--- src/rtl/if_fetch_unit.sv ---
`default_nettype none
// ============================================================================
// Module   : if_fetch_unit
// Brief    : Instruction-fetch front end. Runs the imem req/ack handshake,
//            buffers {pc,instr} in a prefetch FIFO, honours ID stall and
//            EX branch redirects, and feeds the IF/ID register.
// Revision : 1.0 - initial release
// ============================================================================
module if_fetch_unit #(
    parameter logic [31:0] RESET_PC = 32'h0000_0000,
    parameter int          DEPTH    = 2
) (
    input  logic        clk,
    input  logic        rst_n,
    input  logic        Hazard,
    input  logic        BranchTaken,
    input  logic [31:0] BranchTarget,
    output logic        imem_req,
    output logic [31:0] imem_addr,
    input  logic        imem_ack,
    input  logic [31:0] imem_rdata,
    output logic [31:0] PCIn,
    output logic [31:0] OrderIn,
    output logic        IF_IDFlash
);

    localparam int              PW      = (DEPTH > 1) ? $clog2(DEPTH) : 1;
    localparam int              CW      = $clog2(DEPTH) + 1;
    localparam logic [CW-1:0]   C_DEPTH = CW'(DEPTH);
    localparam logic [CW-1:0]   C_ONE   = CW'(1);
    localparam logic [PW-1:0]   C_PTR1  = PW'(1);

    typedef enum logic [1:0] {
        S_IDLE     = 2'd0,
        S_REQ      = 2'd1,
        S_REQ_DISC = 2'd2
    } state_t;

    state_t         r_state;
    logic [31:0]    r_fetch_pc;
    logic [31:0]    r_addr;
    logic           r_req;

    logic [31:0]    r_pc_mem  [DEPTH];
    logic [31:0]    r_ins_mem [DEPTH];
    logic [PW-1:0]  r_wr_ptr;
    logic [PW-1:0]  r_rd_ptr;
    logic [CW-1:0]  r_count;

    logic           w_nonempty;
    logic           w_pop;
    logic           w_push;
    logic [CW-1:0]  w_count_next;
    logic           w_space;
    logic [31:0]    w_addr_inc;

    assign w_nonempty = (r_count != '0);
    assign w_pop      = w_nonempty & ~Hazard & ~BranchTaken;
    assign w_push     = (r_state == S_REQ) & imem_ack & ~BranchTaken;
    assign w_addr_inc = r_addr + 32'd4;

    always_comb begin
        w_count_next = r_count;
        if (w_push && !w_pop) begin
            w_count_next = r_count + C_ONE;
        end else if (w_pop && !w_push) begin
            w_count_next = r_count - C_ONE;
        end
    end

    assign w_space = (w_count_next < C_DEPTH);

    // FIFO occupancy and pointers; a branch empties the queue on the next edge
    always_ff @(posedge clk or negedge rst_n) begin
        if (!rst_n) begin
            r_wr_ptr <= '0;
            r_rd_ptr <= '0;
            r_count  <= '0;
        end else if (BranchTaken) begin
            r_wr_ptr <= '0;
            r_rd_ptr <= '0;
            r_count  <= '0;
        end else begin
            if (w_push) begin
                r_wr_ptr <= r_wr_ptr + C_PTR1;
            end
            if (w_pop) begin
                r_rd_ptr <= r_rd_ptr + C_PTR1;
            end
            r_count <= w_count_next;
        end
    end

    always_ff @(posedge clk) begin
        if (w_push) begin
            r_pc_mem[r_wr_ptr]  <= r_addr;
            r_ins_mem[r_wr_ptr] <= imem_rdata;
        end
    end

    // Request sequencer: at most one request outstanding, held until ack
    always_ff @(posedge clk or negedge rst_n) begin
        if (!rst_n) begin
            r_state    <= S_IDLE;
            r_fetch_pc <= RESET_PC;
            r_addr     <= 32'h0;
            r_req      <= 1'b0;
        end else begin
            case (r_state)
                S_IDLE: begin
                    if (BranchTaken) begin
                        r_fetch_pc <= BranchTarget;
                        r_addr     <= BranchTarget;
                        r_req      <= 1'b1;
                        r_state    <= S_REQ;
                    end else if ((r_count < C_DEPTH) || w_pop) begin
                        r_addr     <= r_fetch_pc;
                        r_req      <= 1'b1;
                        r_state    <= S_REQ;
                    end
                end
                S_REQ: begin
                    if (imem_ack && BranchTaken) begin
                        r_fetch_pc <= BranchTarget;
                        r_addr     <= BranchTarget;
                    end else if (imem_ack) begin
                        r_fetch_pc <= w_addr_inc;
                        if (w_space) begin
                            r_addr  <= w_addr_inc;
                        end else begin
                            r_req   <= 1'b0;
                            r_state <= S_IDLE;
                        end
                    end else if (BranchTaken) begin
                        r_fetch_pc <= BranchTarget;
                        r_state    <= S_REQ_DISC;
                    end
                end
                S_REQ_DISC: begin
                    // The in-flight response belongs to the old path and is dropped
                    if (BranchTaken) begin
                        r_fetch_pc <= BranchTarget;
                    end
                    if (imem_ack) begin
                        r_addr  <= BranchTaken ? BranchTarget : r_fetch_pc;
                        r_state <= S_REQ;
                    end
                end
                default: begin
                    r_req   <= 1'b0;
                    r_state <= S_IDLE;
                end
            endcase
        end
    end

    assign imem_req   = r_req;
    assign imem_addr  = r_addr;
    assign IF_IDFlash = BranchTaken;
    assign PCIn       = w_nonempty ? r_pc_mem[r_rd_ptr]  : 32'h0;
    assign OrderIn    = w_nonempty ? r_ins_mem[r_rd_ptr] : 32'h0;

endmodule
`default_nettype wire
--- config.mk ---
export PLATFORM = sky130hd
export DESIGN_NAME = if_fetch_unit
export DESIGN_NICKNAME = d
export VERILOG_FILES = /design/src/rtl/if_fetch_unit.sv
export SDC_FILE = /design/constraint.sdc
export NUM_CORES = 1
export LEC_CHECK = 0
export BUFFER_PORTS_ARGS = -buffer_cell sky130_fd_sc_hd__buf_2
export CORE_UTILIZATION = 50
export DETAILED_ROUTE_END_ITERATION = 12
export HOLD_SLACK_MARGIN = 0.06
export PLACE_DENSITY = 0.72
export RECOVER_POWER = 25
export REMOVE_ABC_BUFFERS = 1
export SYNTH_ARGS = -nofsm -noshare
export SYNTH_HDL_FRONTEND = slang
export SYNTH_SLANG_ARGS = --single-unit
--- constraint.sdc ---
create_clock -name clk -period 5.8 [get_ports clk]
set_input_delay 0.87 -clock clk [delete_from_list [all_inputs] [get_ports clk]]
set_output_delay 0.87 -clock clk [all_outputs]
set_load 0.02 [all_outputs]
After elaboration in Yosys (flattened, before gate mapping)

Memories as Yosys holds them, arrays and structs flattened.
Index checks and enable logic that the tools add are counted.

RAM bits: 128
Bits in registers: 71
Memories kept: 2
Input port bits: 69
Logic and storage cells: 86

Memories:

| memory    | words | width | rd ports | clocked after Yosys merged registers in | wr ports | RTL line | source |
|---|---|---|---|---|---|---|---|
| r_ins_mem | 2     | 32    | 1        | 0                                       | 1        | 45       | `logic [31:0] r_ins_mem [DEPTH];` |
| r_pc_mem  | 2     | 32    | 1        | 0                                       | 1        | 44       | `logic [31:0] r_pc_mem [DEPTH];` |

Magnitude comparators: 2
Bitwise operators: 7
Add/subtract/negate cells: 5
Mux-type cells: 36
Equal/unequal tests: 11
Reductions and logical operators: 16

Operators with widths:

| cell                                                 | count |
|---|---|
| two-way mux 32 bit                                   | 11 |
| case mux 32 bit (3 select lines)                     | 1 |
| case mux 32 bit (2 select lines)                     | 1 |
| adder 32 x 3 -> 32 bit (second input constant)       | 1 |
| two-way mux 2 bit                                    | 10 |
| AND reduction 5 bit                                  | 3 |
| two-way mux 1 bit                                    | 11 |
| != test 3 bit (second input constant)                | 3 |
| != test 2 bit (second input constant)                | 4 |
| nonzero test 2 bit                                   | 4 |
| != test 3 x 2 -> 1 bit (second input constant)       | 2 |
| case mux 2 bit (3 select lines)                      | 1 |
| AND 1 bit                                            | 4 |
| less-than comparator 2 bit (second input constant)   | 2 |
| logical AND 1 bit                                    | 3 |
| NOT 1 bit                                            | 3 |
| case mux 1 bit (3 select lines)                      | 1 |
| nonzero test 3 bit                                   | 1 |
| adder 1 bit (second input constant)                  | 2 |
| adder 2 x 1 -> 2 bit (second input constant)         | 1 |
| equality test 2 x 1 -> 1 bit (second input constant) | 1 |
| equality test 2 bit (second input constant)          | 1 |
| logical NOT 1 bit                                    | 2 |
| logical NOT 2 bit                                    | 1 |
| other kinds (3)                                      | 3 |

Longest topological paths before layout

Gate-level depths: netlist of the first run.

Depth after elaboration: 12
Gate-level depth with buffers: 8
Depth with buffers taken out: 7

Worst setup path before layout of the first run

OpenSTA, ideal clock, no wires.

Path kind: input to register
From: input imem_ack
To: memory r_ins_mem[0][0], enable pin
Stages on the path: 4
Slack: 1.161 ns
Required time: 5.313 ns
Data arrival time: 4.153 ns
Cells stage by stage: clkbuf_1 -> nand3_1 -> clkbuf_1 -> nor2_1

Longest elaborated chain between the ends: 4

RTL lines:

| what                                    | RTL line | source |
|---|---|---|
| start, declared                         | 20       | `input logic imem_ack,` |
| AND 1 bit (2 in series)                 | 59       | `assign w_push = (r_state == S_REQ) & imem_ack & ~BranchTaken;` |
| two-way mux 1 bit                       | 95       | `if (w_push) begin` |
| two-way mux 1 bit (not written as such) | 97       | `r_ins_mem[r_wr_ptr] <= imem_rdata;` |
| end, declared                           | 45       |  |

No other way between the ends.

Worst setup path in the final report of the first run

From: register r_rd_ptr
To: output PCIn[26]

Longest elaborated chain between the ends: 2

RTL lines:

| what                   | RTL line | source |
|---|---|---|
| start, declared        | 47       | `logic [PW-1:0] r_rd_ptr;` |
| start signal, assigned | 88       | `r_rd_ptr <= r_rd_ptr + C_PTR1;` |
| memory (2 x 32 bit)    | n/a      |  |
| two-way mux 32 bit     | 160      | `assign PCIn = w_nonempty ? r_pc_mem[r_rd_ptr] : 32'h0;` |
| end, declared          | 22       | `output logic [31:0] PCIn,` |

No other way between the ends.

==> results of run 1 <==
-- cell usage after synthesis (3+ instances only) --
cell type | instances | area, um^2
clkbuf_1 | 30 | 113
a31o_2 | 3 | 26.3
o21ai_0 | 34 | 170
o211ai_1 | 10 | 75.1
a21o_1 | 3 | 22.5
mux2_2 | 9 | 101
buf_1 | 4 | 15.0
a222oi_1 | 4 | 40.0
a21oi_1 | 40 | 200
a22oi_1 | 12 | 90.1
xor2_1 | 7 | 61.3
o221ai_1 | 15 | 131
buf_6 | 6 | 67.6
o22ai_1 | 33 | 206
o22a_1 | 4 | 35.0
buf_2 | 14 | 70.1
o32a_1 | 3 | 30.0
nor2_1 | 98 | 368
nand4_1 | 13 | 81.3
and3_1 | 6 | 37.5
nor4_1 | 6 | 37.5
o2bb2ai_1 | 4 | 35.0
nor2b_1 | 7 | 43.8
a31oi_1 | 18 | 113
nor3_1 | 8 | 40.0
inv_1 | 18 | 67.6
mux2i_1 | 78 | 781
xnor2_1 | 24 | 210
dfrtp_1 | 71 | 1780
nand3_1 | 16 | 80.1
nand2_1 | 35 | 131
o311a_1 | 3 | 30.0
edfxtp_1 | 128 | 3840
-- layer usage --
layer  up-vias  GRT usage  routed length, um  part of all wire
met2       366      0.411              11600              0.47
met5         -          0                  0                 0
li1       3394          -                  -                 -
met3        37     0.0415               1930             0.078
met1      3609      0.356              10800              0.43
met4         0     0.0870                505             0.020
-- how the worst max path moves through the flow --
stage	slack (ps)	endpoint
finish	2520	PCIn[26]
global route	2290	imem_addr[27]
CTS	2460	PCIn[26]
detailed placement	2400	imem_addr[13]
global placement	2480	r_ins_mem[0][21]
floorplan	960	r_ins_mem[0][0]
-- cell type report --
type,count,area [um^2]
fillers,1556,7610
flip-flops and latches,199,5620
multi-input cells,543,3690
repair buffers,178,900
clock buffers,17,425
well taps,260,325
clock inverters,15,190
inverters,18,67.6
-- state kept, by name, summed over array words and instances, names as in the netlist --
register,flops
r_fetch_pc,32
r_state,2
r_count,2
imem_addr,32
imem_req,1
r_rd_ptr,1
r_pc_mem,64
r_wr_ptr,1
r_ins_mem,64
-- stage by stage --
stage / total power (W) / hold slack [ps] / instance area [um^2]
after floorplan: 0.00405 / 456 / 9360
after global placement: 0.00490 / 471 / 10600
after detailed placement: 0.00495 / 478 / 10600
after CTS: 0.00619 / 498 / 11200
after global routing: 0.00653 / 527 / 11200
final: 0.00617 / 497 / 11200
-- critical path: cells and delay by family (launching register included) --
kind	cells	cell delay, ps
AND/OR/NAND/NOR	1	50
buffers and inverters	2	770
flip-flops	1	840
multiplexers	1	290
-- power by group through the flow --
stage	registers, W	logic, W	clock network [W]
after CTS	0.00239	0.00255	0.00126
after global routing	0.00244	0.00276	0.00132
after detailed placement	0.00241	0.00254	0
after floorplan	0.00243	0.00161	0
final	0.00239	0.00254	0.00124
after global placement	0.00240	0.00250	0
-- logic make-up (layout without fill, tap and decap cells) --
logic type / after synthesis / after routing / share of synthesized area
simple gates: 218 / 218 / 0.115
compound gates: 205 / 205 / 0.143
flops: 199 / 199 / 0.580
mux: 87 / 87 / 0.0910
buf+inv: 79 / 228 / 0.0414
xor+xnor: 31 / 31 / 0.0280
fa+ha+maj: 2 / 2 / 0.00258
==> reports/qor.yml, run 1 <==
status: "finished, final reports clean"
cts.path.max_buffers: 2
clkSinkCount: 199
worstSetupStartpoint: "r_rd_ptr"
pwr-share-comb: 0.412
reg2reg_to: "imem_addr[27]"
finalCriticalPeriod_ps: 3280
internal_power_w: 0.00354
vias: 7406
crit_path_max_incr_delay_ps: 840
ios: 167
rr_startpoint: "r_count[1]"
worst_setup_path_start_kind: "flip-flop"
clk_latency_ps: 430
final_common_cell: "buf_2"
min_from: "r_fetch_pc[3]"
ant_nets: 0
yosys_warnings: 0
cts-buffers-inserted: 17
ys.flop_type: "edfxtp_1"
routed_via_density: 6.02
yosysSeqAreaShare: 0.580
routed_wl_mm: 24.8
fmax_mhz: 305
p_leak_nw: 4.25
syn_area_um2: 9700
grt_usage: 0.256
worst_slew_margin_rel: 0.348
pwr-share-clk: 0.201
num_rows: 50
finalHoldViolCount: 0
required_ps: 4930
pre_cts_ws_ps: 2400
fin_cells: 1230
grt_max_degree: 72
fin_skew_ps: 9.77
h-tree-depth: 4
seqPwrFrac: 0.387
dieArea_um2: 20000
ctsHoldBuffers: 0
irDropWorstVdd_uv: 379
finalCritPeriodShare: 0.565
crit_fanout: 34
cp_cell_sequence: "buf_4 -> mux2i_1 -> nor2_1 -> buf_2"
die_h_um: 141
first_pass_iters: 5
fin_nets: 1028
syn_to_final_growth_pct: 15.7
worstHoldPathType: "reg -> reg"
antenna_found_initial: 0
drt_iter0_drc: 636
die_w_um: 141
synth_area_per_cell_um2: 11.8
drive_gt1_frac: 0.236
power_density_nw_per_um2: 550
place_congestion: 0.897
synth_enable_flop_cells: 128
postSynthCellCount: 821
synth_seq_cells: 199
insertedDiodeCount: 0
min_to: "r_fetch_pc[3]"
detail_route.wl_per_cell_um: 20.2
grt_pass1_wl_mm: 38.9
sw_frac_of_total: 0.427
most-common-layout-cells: "buf_2 (149), edfxtp_1 (128), nor2_1 (97)"
drv_slew: 0
grt-ovfl-total: 0
maxCapViolCount: 0
numPlacedInstances: 1198
reg2reg_depth: 8
rsz0062_at_grt: "false"
post-route-util: 0.596
p_sw_w: 0.00264
cts_setup_buffers: 0
tns_ps: 0
crit_type: "reg -> out"
reg2reg_setup_slack_ps: 2530
root_buffer: "clkbuf_16"
initial_utilization: 0.515
post-route-drc-count: 0
post_cts_resized: 0
cts_tree: "built"
worst_slack_ps: 2520
io_buffers: 166
worst_slew_pin_slew_ps: 970
yosysUniqueCellTypes: 76
grt_pass1_vias: 7066
holdPathStages: 2
cp_data_arrival_time_ps: 2410
ys_async_sr_fraction: 0.357
critPathSlowestCell: "dfrtp_4"
hpwl_mm: 15.5
crit_path_end_kind: "output pin"
core_area_um2: 18800
cts.clk_slew.worst_paths_ps: 70
finalSetupViolations: 0
(Power assumes the default switching activity.)
==> run 2: changes to the inputs <==
Clock period 5.8 ns to 3.2 ns, I/O delays scaled along.
==> run 2 against run 1 <==
Sequential power grew 78%. Highest routed layer unchanged. Die area is the same. Largest power group unchanged. First-iteration DRC count decreased by 4.7%.
==> reports/qor.yml, run 2 (synthesis gave the netlist of run 1 again) <==
cts_tree: "built"
finalCritPeriodShare: 0.807
sw_frac_of_total: 0.430  # +0.00287
power_density_nw_per_um2: 979  # +78%
top_regs: "r_ins_mem: 64 flops, r_pc_mem: 64 flops"
rsz0062_at_grt: "false"
drv_slew: 0  # unchanged
routed_via_density: 5.97  # -0.81%
cts-buffers-inserted: 17  # unchanged
rr_startpoint: "r_count[1]"
drive_gt1_frac: 0.258  # +0.0215
required_ps: 3520  # -1410 ps
cp_data_arrival_time_ps: 2900  # +490 ps
status: "finished, final reports clean"
core_area_um2: 18800  # unchanged
place_congestion: 0.868  # -3.2%
grt_pass1_vias: 7238  # +2.4%
crit_type: "reg -> reg"
drt_iter0_drc: 606  # -4.7%
finalCriticalPeriod_ps: 2580
hpwl_mm: 16.7  # +7.3%
holdPathStages: 1  # -1
num_rows: 50  # unchanged
seqPwrFrac: 0.382  # -0.005
die_h_um: 141  # unchanged
p_leak_nw: 4.36  # +2.5%
pwr-share-clk: 0.188  # -0.013
ant_nets: 0  # unchanged
finalHoldViolCount: 0  # unchanged
clk_latency_ps: 430  # about the same
crit_fanout: 21  # -38%
hold-worst-slack_ps: 235  # -263 ps
final_common_cell: "buf_2"
die_w_um: 141  # unchanged
min_from: "imem_rdata[11]"
reg2reg_setup_slack_ps: 620  # -1910 ps
root_buffer: "clkbuf_16"
crit_path_end_kind: "flip-flop"
cts.path.max_buffers: 2  # unchanged
initial_utilization: 0.515  # unchanged
fillers: 1562  # +0.39%
reg2reg_to: "imem_addr[9]"
vias: 7489  # +1.1%
insertedDiodeCount: 0  # unchanged
worst_slew_margin_rel: 0.550  # +0.202
post_cts_resized: 0  # unchanged
grt_usage: 0.259  # +0.00255
fin_skew_ps: 10.5  # +0.765 ps
dieArea_um2: 20000  # unchanged
most-common-layout-cells: "buf_2 (153), edfxtp_1 (128), nor2_1 (97)"
fin_nets: 1052  # +2.3%
fmax_mhz: 387
cts.clk_slew.worst_paths_ps: 80  # about the same
ios: 167  # unchanged
h-tree-depth: 4  # unchanged
post-route-util: 0.605  # +0.00937
post-route-drc-count: 0  # unchanged
routed_wl_mm: 25.2  # +1.5%
worst_slew_pin_slew_ps: 673  # -297 ps
grt_max_degree: 49  # -32%
grt-ovfl-total: 0  # unchanged
first_pass_iters: 5  # unchanged
io_buffers: 166  # unchanged
worstHoldPathType: "in -> reg"
maxCapViolCount: 0  # unchanged
antenna_found_initial: 0  # unchanged
worstSetupStartpoint: "r_count[1]"
syn_to_final_growth_pct: 17.5
clkSinkCount: 199  # unchanged
grt_pass1_wl_mm: 39.4  # +1.3%
worst_setup_path_start_kind: "flip-flop"
p_sw_w: 0.00480  # +82%
detail_route.wl_per_cell_um: 20.1  # -0.42%
cts_setup_buffers: 0  # unchanged
internal_power_w: 0.00636  # +80%
finalSetupViolations: 0  # unchanged
reg2reg_depth: 8  # unchanged
irDropWorstVdd_uv: 587  # +55%
pwr-share-comb: 0.430  # +0.018
min_to: "r_ins_mem[0][11]"
==> run 2: how the worst max path moves through the flow <==
| stage | end | slack (ps) | cells past startpoint |
|---|---|---|---|
| final | imem_addr[9] | 620 | 8 |
| after detailed placement | imem_addr[8] | 690 | 8 |
| after global routing | imem_addr[13] | 530 | 8 |
| after CTS | PCIn[10] | 650 | 4 |
| after global placement | imem_addr[9] | 730 | 8 |
| after floorplan | r_ins_mem[0][0] | -1560 | 3 |
==> run 2: power by group through the flow <==
stage,registers [W],clock network [W],logic [W]
after floorplan,0.00441,0,0.00292
after global placement,0.00427,0,0.00473
after detailed placement,0.00430,0,0.00478
after CTS,0.00425,0.00212,0.00480
after global routing,0.00436,0.00223,0.00521
final,0.00426,0.00210,0.00480
==> run 2: area by class of cell <==
class / instances / area [um^2] / share of cell area
Clock buffer: 18 / 429 / 0.0377
Clock inverter: 14 / 150 / 0.0132
Inverter: 18 / 67.6 / 0.00593
Multi-Input combinational cell: 543 / 3690 / 0.324
Sequential cell: 199 / 5620 / 0.493
Tap cell: 260 / 325 / 0.0285
Timing Repair Buffer: 202 / 1110 / 0.0976
==> run 2: routing by layer <==
| metal | GRT usage | share of wire | up-vias |
|---|---|---|---|
| met1 | 0.346 | 0.43 | 3680 |
| met2 | 0.425 | 0.48 | 329 |
| met5 | 0 | 0 | - |
| met3 | 0.0483 | 0.074 | 31 |
| li1 | - | - | 3449 |
| met4 | 0.0870 | 0.017 | 0 |
==> run 2: repair_timing <==
action | in CTS | in global routing
hold buffers | 1 | 0
hold endpoints to repair | 14 | 0
endpoints found under the setup margin | 0 | 0
==> run 2: worst max-delay path: stages (launching register included) <==
cell and delay (ps):
dfrtp_1 430, inv_1 120, ha_2 210, or3_1 390, a21oi_1 160, nand4b_1 150, buf_4 230, and2_4 380
mux2_2 370
==> run 2: stage by stage <==
step / setup slack [ps] / setup TNS (ps) / instances / cell area (um^2) / power (W)
finish: 619 / 0 / 1254 / 11400 / 0.0112
global route: 531 / 0 / 1254 / 11400 / 0.0118
CTS: 646 / 0 / 1254 / 11400 / 0.0112
detailed placement: 691 / 0 / 1221 / 10800 / 0.00908
global placement: 728 / 0 / 1221 / 10800 / 0.00900
floorplan: -1560 / -125970 / 760 / 9360 / 0.00733
